## src/rtl/alu_exec_unit_if.sv

```systemverilog
// Request/response bus of the ALU execution unit.
// The request side and the result side each use a valid/ready handshake.
interface alu_exec_unit_if #(
    parameter int W = 32
);
    logic         in_valid;
    logic         in_ready;
    logic [5:0]   opcode;
    logic [5:0]   func;
    logic [W-1:0] a;
    logic [W-1:0] b;
    logic         out_valid;
    logic         out_ready;
    logic [W-1:0] result;
    logic         zero;
    logic [2:0]   alu_op;
    logic         illegal;

    modport master (
        output in_valid, opcode, func, a, b, out_ready,
        input  in_ready, out_valid, result, zero, alu_op, illegal
    );

    modport slave (
        input  in_valid, opcode, func, a, b, out_ready,
        output in_ready, out_valid, result, zero, alu_op, illegal
    );
endinterface

```

## src/rtl/alu_exec_unit.sv

```systemverilog
// Single-issue ALU execution unit: one-cycle ADD/SUB/AND/OR/SLT and a
// W-cycle shift-add multiplier, with a result register held until consumed.
module alu_exec_unit #(
    parameter int W      = 32,
    parameter int MUL_EN = 1
) (
    input  logic           clk,
    input  logic           rst_n,
    alu_exec_unit_if.slave bus
);
    localparam int CW = $clog2(W);

    localparam logic [2:0] OP_NONE = 3'b000;
    localparam logic [2:0] OP_ADD  = 3'b001;
    localparam logic [2:0] OP_SUB  = 3'b010;
    localparam logic [2:0] OP_SLT  = 3'b011;
    localparam logic [2:0] OP_AND  = 3'b100;
    localparam logic [2:0] OP_OR   = 3'b101;
    localparam logic [2:0] OP_MUL  = 3'b110;

    typedef enum logic [1:0] {
        IDLE = 2'd0,
        MUL  = 2'd1,
        DONE = 2'd2
    } state_t;

    state_t        state;
    logic [CW-1:0] count;
    logic [W-1:0]  mcand;
    logic [W-1:0]  mplier;
    logic [W-1:0]  acc;
    logic [W-1:0]  result_reg;
    logic [2:0]    alu_op_reg;
    logic          illegal_reg;
    logic          zero_reg;
    logic          out_valid_reg;

    logic [2:0]    sel;
    logic [2:0]    dec_op;
    logic          dec_mul;
    logic          dec_illegal;
    logic [W-1:0]  dec_result;
    logic [W-1:0]  acc_next;
    logic          in_ready;
    logic          accept;

    // Decode: the function field selects the operation only when the low
    // opcode bits are zero; the MUL encoding overrides the table.
    always_comb begin
        sel         = (bus.opcode[2:0] == 3'b000) ? bus.func[2:0] : bus.opcode[2:0];
        dec_mul     = (MUL_EN != 0) && (bus.opcode == 6'b000000) && (bus.func == 6'b011000);
        dec_illegal = 1'b0;
        dec_op      = OP_NONE;
        if (dec_mul) begin
            dec_op = OP_MUL;
        end else begin
            case (sel)
                3'b001:                 dec_op = OP_ADD;
                3'b010, 3'b101, 3'b110: dec_op = OP_SUB;
                3'b011:                 dec_op = OP_AND;
                3'b100:                 dec_op = OP_OR;
                3'b111:                 dec_op = OP_SLT;
                default: begin
                    dec_op      = OP_NONE;
                    dec_illegal = 1'b1;
                end
            endcase
        end
    end

    always_comb begin
        dec_result = '0;
        case (dec_op)
            OP_ADD:  dec_result = bus.a + bus.b;
            OP_SUB:  dec_result = bus.a - bus.b;
            OP_AND:  dec_result = bus.a & bus.b;
            OP_OR:   dec_result = bus.a | bus.b;
            OP_SLT:  dec_result = {{(W-1){1'b0}}, ($signed(bus.a) < $signed(bus.b))};
            default: dec_result = '0;
        endcase
    end

    // One multiplier bit per cycle; the multiplicand walks left as the
    // multiplier walks right, so only the low W product bits are kept.
    assign acc_next = acc + (mplier[0] ? mcand : '0);

    // Held low in reset so no request can be taken while the unit is cleared.
    assign in_ready = rst_n && ((state == IDLE) || ((state == DONE) && bus.out_ready));
    assign accept   = bus.in_valid && in_ready;

    always_ff @(posedge clk or negedge rst_n) begin
        if (!rst_n) begin
            state         <= IDLE;
            count         <= '0;
            mcand         <= '0;
            mplier        <= '0;
            acc           <= '0;
            result_reg    <= '0;
            alu_op_reg    <= OP_NONE;
            illegal_reg   <= 1'b0;
            zero_reg      <= 1'b1;
            out_valid_reg <= 1'b0;
        end else if (accept) begin
            if (dec_mul) begin
                state         <= MUL;
                count         <= '0;
                mcand         <= bus.a;
                mplier        <= bus.b;
                acc           <= '0;
                out_valid_reg <= 1'b0;
            end else begin
                state         <= DONE;
                result_reg    <= dec_result;
                alu_op_reg    <= dec_op;
                illegal_reg   <= dec_illegal;
                zero_reg      <= (dec_result == '0);
                out_valid_reg <= 1'b1;
            end
        end else begin
            case (state)
                MUL: begin
                    acc    <= acc_next;
                    mcand  <= mcand << 1;
                    mplier <= mplier >> 1;
                    count  <= count + 1'b1;
                    if (count == CW'(W - 1)) begin
                        state         <= DONE;
                        result_reg    <= acc_next;
                        alu_op_reg    <= OP_MUL;
                        illegal_reg   <= 1'b0;
                        zero_reg      <= (acc_next == '0);
                        out_valid_reg <= 1'b1;
                    end
                end
                DONE: begin
                    if (bus.out_ready) begin
                        state         <= IDLE;
                        out_valid_reg <= 1'b0;
                    end
                end
                default: begin
                    state <= IDLE;
                end
            endcase
        end
    end

    assign bus.in_ready  = in_ready;
    assign bus.out_valid = out_valid_reg;
    assign bus.result    = result_reg;
    assign bus.zero      = zero_reg;
    assign bus.alu_op    = alu_op_reg;
    assign bus.illegal   = illegal_reg;
endmodule
```

## src/flat_wrapper.sv

```systemverilog
// flat-port wrapper written by rule: the top's interface ports become plain ports
module alu_exec_unit_flat 
#(
    parameter int W      = 32,
    parameter int MUL_EN = 1
)
  (clk, rst_n, bus_in_valid, bus_opcode, bus_func, bus_a, bus_b, bus_out_ready, bus_in_ready, bus_out_valid, bus_result, bus_zero, bus_alu_op, bus_illegal);
  alu_exec_unit_if #(.W(W)) bus_i ();
  input  logic clk;
  input  logic rst_n;
  input wire logic [$bits(bus_i.in_valid)-1:0] bus_in_valid;
  input wire logic [$bits(bus_i.opcode)-1:0] bus_opcode;
  input wire logic [$bits(bus_i.func)-1:0] bus_func;
  input wire logic [$bits(bus_i.a)-1:0] bus_a;
  input wire logic [$bits(bus_i.b)-1:0] bus_b;
  input wire logic [$bits(bus_i.out_ready)-1:0] bus_out_ready;
  output wire logic [$bits(bus_i.in_ready)-1:0] bus_in_ready;
  output wire logic [$bits(bus_i.out_valid)-1:0] bus_out_valid;
  output wire logic [$bits(bus_i.result)-1:0] bus_result;
  output wire logic [$bits(bus_i.zero)-1:0] bus_zero;
  output wire logic [$bits(bus_i.alu_op)-1:0] bus_alu_op;
  output wire logic [$bits(bus_i.illegal)-1:0] bus_illegal;
  assign bus_i.in_valid = bus_in_valid;
  assign bus_i.opcode = bus_opcode;
  assign bus_i.func = bus_func;
  assign bus_i.a = bus_a;
  assign bus_i.b = bus_b;
  assign bus_i.out_ready = bus_out_ready;
  assign bus_in_ready = bus_i.in_ready;
  assign bus_out_valid = bus_i.out_valid;
  assign bus_result = bus_i.result;
  assign bus_zero = bus_i.zero;
  assign bus_alu_op = bus_i.alu_op;
  assign bus_illegal = bus_i.illegal;
  alu_exec_unit #(.W(W), .MUL_EN(MUL_EN)) u_core (.clk(clk), .rst_n(rst_n), .bus(bus_i));
endmodule
```

## config.mk

```make
export PLATFORM = sky130hd
export DESIGN_NAME = alu_exec_unit_flat
export DESIGN_NICKNAME = d
export VERILOG_FILES = /design/src/rtl/alu_exec_unit_if.sv /design/src/rtl/alu_exec_unit.sv /design/src/flat_wrapper.sv
export SDC_FILE = /design/constraint.sdc
export NUM_CORES = 1
export LEC_CHECK = 0
export CAP_MARGIN = 40
export CORE_MARGIN = 4
export CORE_UTILIZATION = 54
export DETAILED_ROUTE_END_ITERATION = 8
export GPL_TIMING_DRIVEN = 0
export PLACE_DENSITY = 0.89
export SLEW_MARGIN = 10
export SYNTH_ARGS = -nofsm -noshare
export SYNTH_HDL_FRONTEND = slang
export SYNTH_SLANG_ARGS = --single-unit
```

## constraint.sdc

```tcl
create_clock -name clk -period 3.4 [get_ports clk]
set_input_delay 0.68 -clock clk [delete_from_list [all_inputs] [get_ports clk]]
set_output_delay 0.68 -clock clk [all_outputs]
set_load 0.1 [all_outputs]
```

==> summary.md <==
| Metric | Value |
|---|---|
| Nets | `2,259` |
| # hold bufs at CTS | `0` |
| Non-Filler Instances | `2,377` |
| Pin count of the biggest net entering global routing | `41` |
| RSZ-0062 raised after global routing | `yes` |
| Ports | `119` |
| CP startpoint kind | `flip-flop` |
| WL final | `58.7 mm` |
| Max Slew Vio Count | `0` |
| Chip Width | `164 um` |
| Hold crit path type | `input port to asynchronous set/reset pin` |
| Worst setup margin | `-444 ps` |
| Number of global-route vias before repair | `15,900` |
| Post-synth top flop | `dfrtp_1` |
| Critical path type | `flip-flop to flip-flop` |
| Remaining Overflow, GRT | `0` |
| Lkg Pwr | `8.21 nW` |
| Drt first pass iters | `7` |
| Clock skew | `17.3 ps` |
| Most frequent cells in the layout | `nand2_1 (278), nor2_1 (181), dfrtp_1 (139), a21oi_1 (107), buf_4 (106)` |
| Cell variety after synth | `84` |
| Clk buf depth | `2` |
| Max cap viols | `0` |
| Final period util | `113%` |
| Clk sinks | `141` |
| First-pass GRT wire length | `86.5 mm` |
| Iter 0 DRT Violations | `2,478` |
| DR vias/cell | `6.90` |
| CTS root buffer | `clkbuf_16` |
| Area of the die | `27,000 um2` |
| Worst-margin pin slew | `1030 ps` |
| Initial Utilization | `55.6%` |
| Tot GR Track Use | `41.2%` |
| FP Rows | `56` |
| Area of the core | `23,800 um2` |
| Slew Limit Headroom | `31.3%` |
| Final setup violation count | `9` |
| Synthesized instance count | `1,764` |
| Run status | `complete, but fails checks` |
| Share of post-route cells with drive strength above 1 | `26.6%` |
| Worst vdd ir | `0.372 mV` |
| Period minus WS final | `3840 ps` |
| Fmax | `260 MHz` |
| CTS tree | `yes` |
| Placed insts | `2,239` |
| Maximum fanout along the worst path | `10` |
| Initial antenna violation count | `1` |
| Data arrival, critical path | `4230 ps` |
| Port-buffer cells | `114` |
| CTS H-tree lvls | `4` |
| Syn_nets | `1,979` |
| Average wire per standard cell | `24.7 um` |
| Sequential area share after synthesis | `26.7%` |
| Die Ht | `164 um` |
| CP Data Required Time | `3780 ps` |
| Area Growth Syn to Fin | `42.4%` |
| Ys Warns | `0` |
| Worst Hold Margin | `89.9 ps` |
| DP Worst Slack | `-1920 ps` |
| Final Hold Fails | `0` |
| Dpl hpwl | `40.3 mm` |
| Antenna Violating Nets Remaining | `0` |
| DRC | `0` |
| #FFs+latches synth | `141` |
| Routed via count | `16,400` |
| Worst-Skew Late Latency | `440 ps` |
| Failing checks | `negative setup slack` |
| Clk slew on worst S/H paths | `70 ps` |
| CP endpoint kind | `flip-flop` |
| Gpl congestion | `1.03` |
| Asr flop ratio synth | `100%` |
| Cell Area, Synth | `13,200 um2` |
| Commonest non-fill, non-tap cell in the layout | `nand2_1` |
| TritonCTS buffer count | `17` |
| PwrDens | `364 nW/um2` |
| Number of synthesized flops with an enable pin | `0` |
| Syn avg cell area | `7.48 um2` |
| Filler instances | `1,449` |
-- cell families after synthesis --
family | synth area share, %
adder cells (fa/ha/maj) | 13.0
AO/OA/AOI/OAI | 27.2
AND/OR/NAND/NOR | 23.6
flip-flops | 26.7
XOR/XNOR | 2.52
buffers and inverters | 6.11
multiplexers | 0.882
-- critical path, cell delays in order (launching register included) --
cell and delay (ps):
dfrtp_2 440, buf_4 160, buf_4 150, clkbuf_1 190, and2_1 200, ha_1 390
o211ai_1 150, a21boi_1 200, nand4_1 110, a21o_1 190, a21boi_2 210, o22ai_2 130
xnor2_2 170, or4b_4 580, nor4_4 370, a211o_1 160
-- what timing repair did --
item | CTS | global route
setup buffers | 69 | 45
gates resized for setup | 422 | 176
endpoints found under the setup margin | 105 | 81
cloned | 3 | 1
pin swaps | 124 | 82
-- cells in the mapped netlist (all sizes together) (10+ instances only) --
master  number  area [um2]
o22ai       14        93.8
nor2b       19         119
nand4       13        81.3
and2        43         269
nor4        15        93.8
nor3        22         115
o31ai       16         120
a21o        28         210
a31oi       85         532
nand3b      10        75.1
clkbuf      82         308
nand3       28         140
o211ai      13        97.6
buf         22         104
xnor2       22         193
nand2      285        1070
a221oi      17         166
o221ai      14         123
nor2       192         721
o21bai      16         120
dfrtp      140        3500
or3         10        67.6
a211oi      15         123
ha         132        1650
a21oi      133         666
o21ai      104         521
inv        105         394
xor2        16         140
o21a        11        82.6
-- final timing paths --
path | cells past startpoint | startpoint | slack (ps) | to
max | 15 | u_core.mplier[0] | -440 | u_core.bus.zero
max reg2reg | 15 | u_core.mplier[0] | -440 | u_core.bus.zero
min in group clk | 2 | u_core.bus.result[26] | 490 | u_core.bus.result[26]
min | 1 | rst_n | 90 | u_core.acc[13]
min reg2reg | 2 | u_core.bus.result[26] | 490 | u_core.bus.result[26]
max in group asynchronous | 2 | rst_n | 2710 | u_core.acc[12]
-- layout make-up --
type / count / area [um2] / area share [%]
multi-input cells: 1414 / 10600 / 56.5
flip-flops and latches: 141 / 3530 / 18.8
repair buffers: 273 / 2750 / 14.6
plain buffers: 92 / 494 / 2.63
clock buffers: 20 / 447 / 2.38
inverters: 105 / 419 / 2.23
well taps: 319 / 399 / 2.12
clock inverters: 12 / 128 / 0.679
diodes: 1 / 2.50 / 0.0133
-- per-layer routing --
metal | wire [um] | global-route usage (%)
met5 | 0 | 0
met4 | 4610 | 26.6
met3 | 7530 | 11.7
met2 | 26100 | 65.8
met1 | 20500 | 48.5
-- where the power goes --
| group | leakage [nW] | total, W | switching [W] | internal (W) |
|---|---|---|---|---|
| Clock | 0.272 | 0.00192 | 0.000875 | 0.00105 |
| Sequential | 1.89 | 0.00183 | 0.0000659 | 0.00176 |
| Combinational | 6.05 | 0.00309 | 0.00194 | 0.00115 |
-- metrics by stage --
step                area, um2  TNS (ps)  utilization, %  power [W]
CTS                     18000      -590            75.9    0.00653
global route            18800     -1530            79.1    0.00701
detailed placement      15400    -89510            65.0    0.00433
floorplan               13200      -291               -    0.00330
finish                  18800      -991            79.1    0.00684
global placement        14800  -1280880            62.1    0.00398
Power figures use the tool's default switching activity.
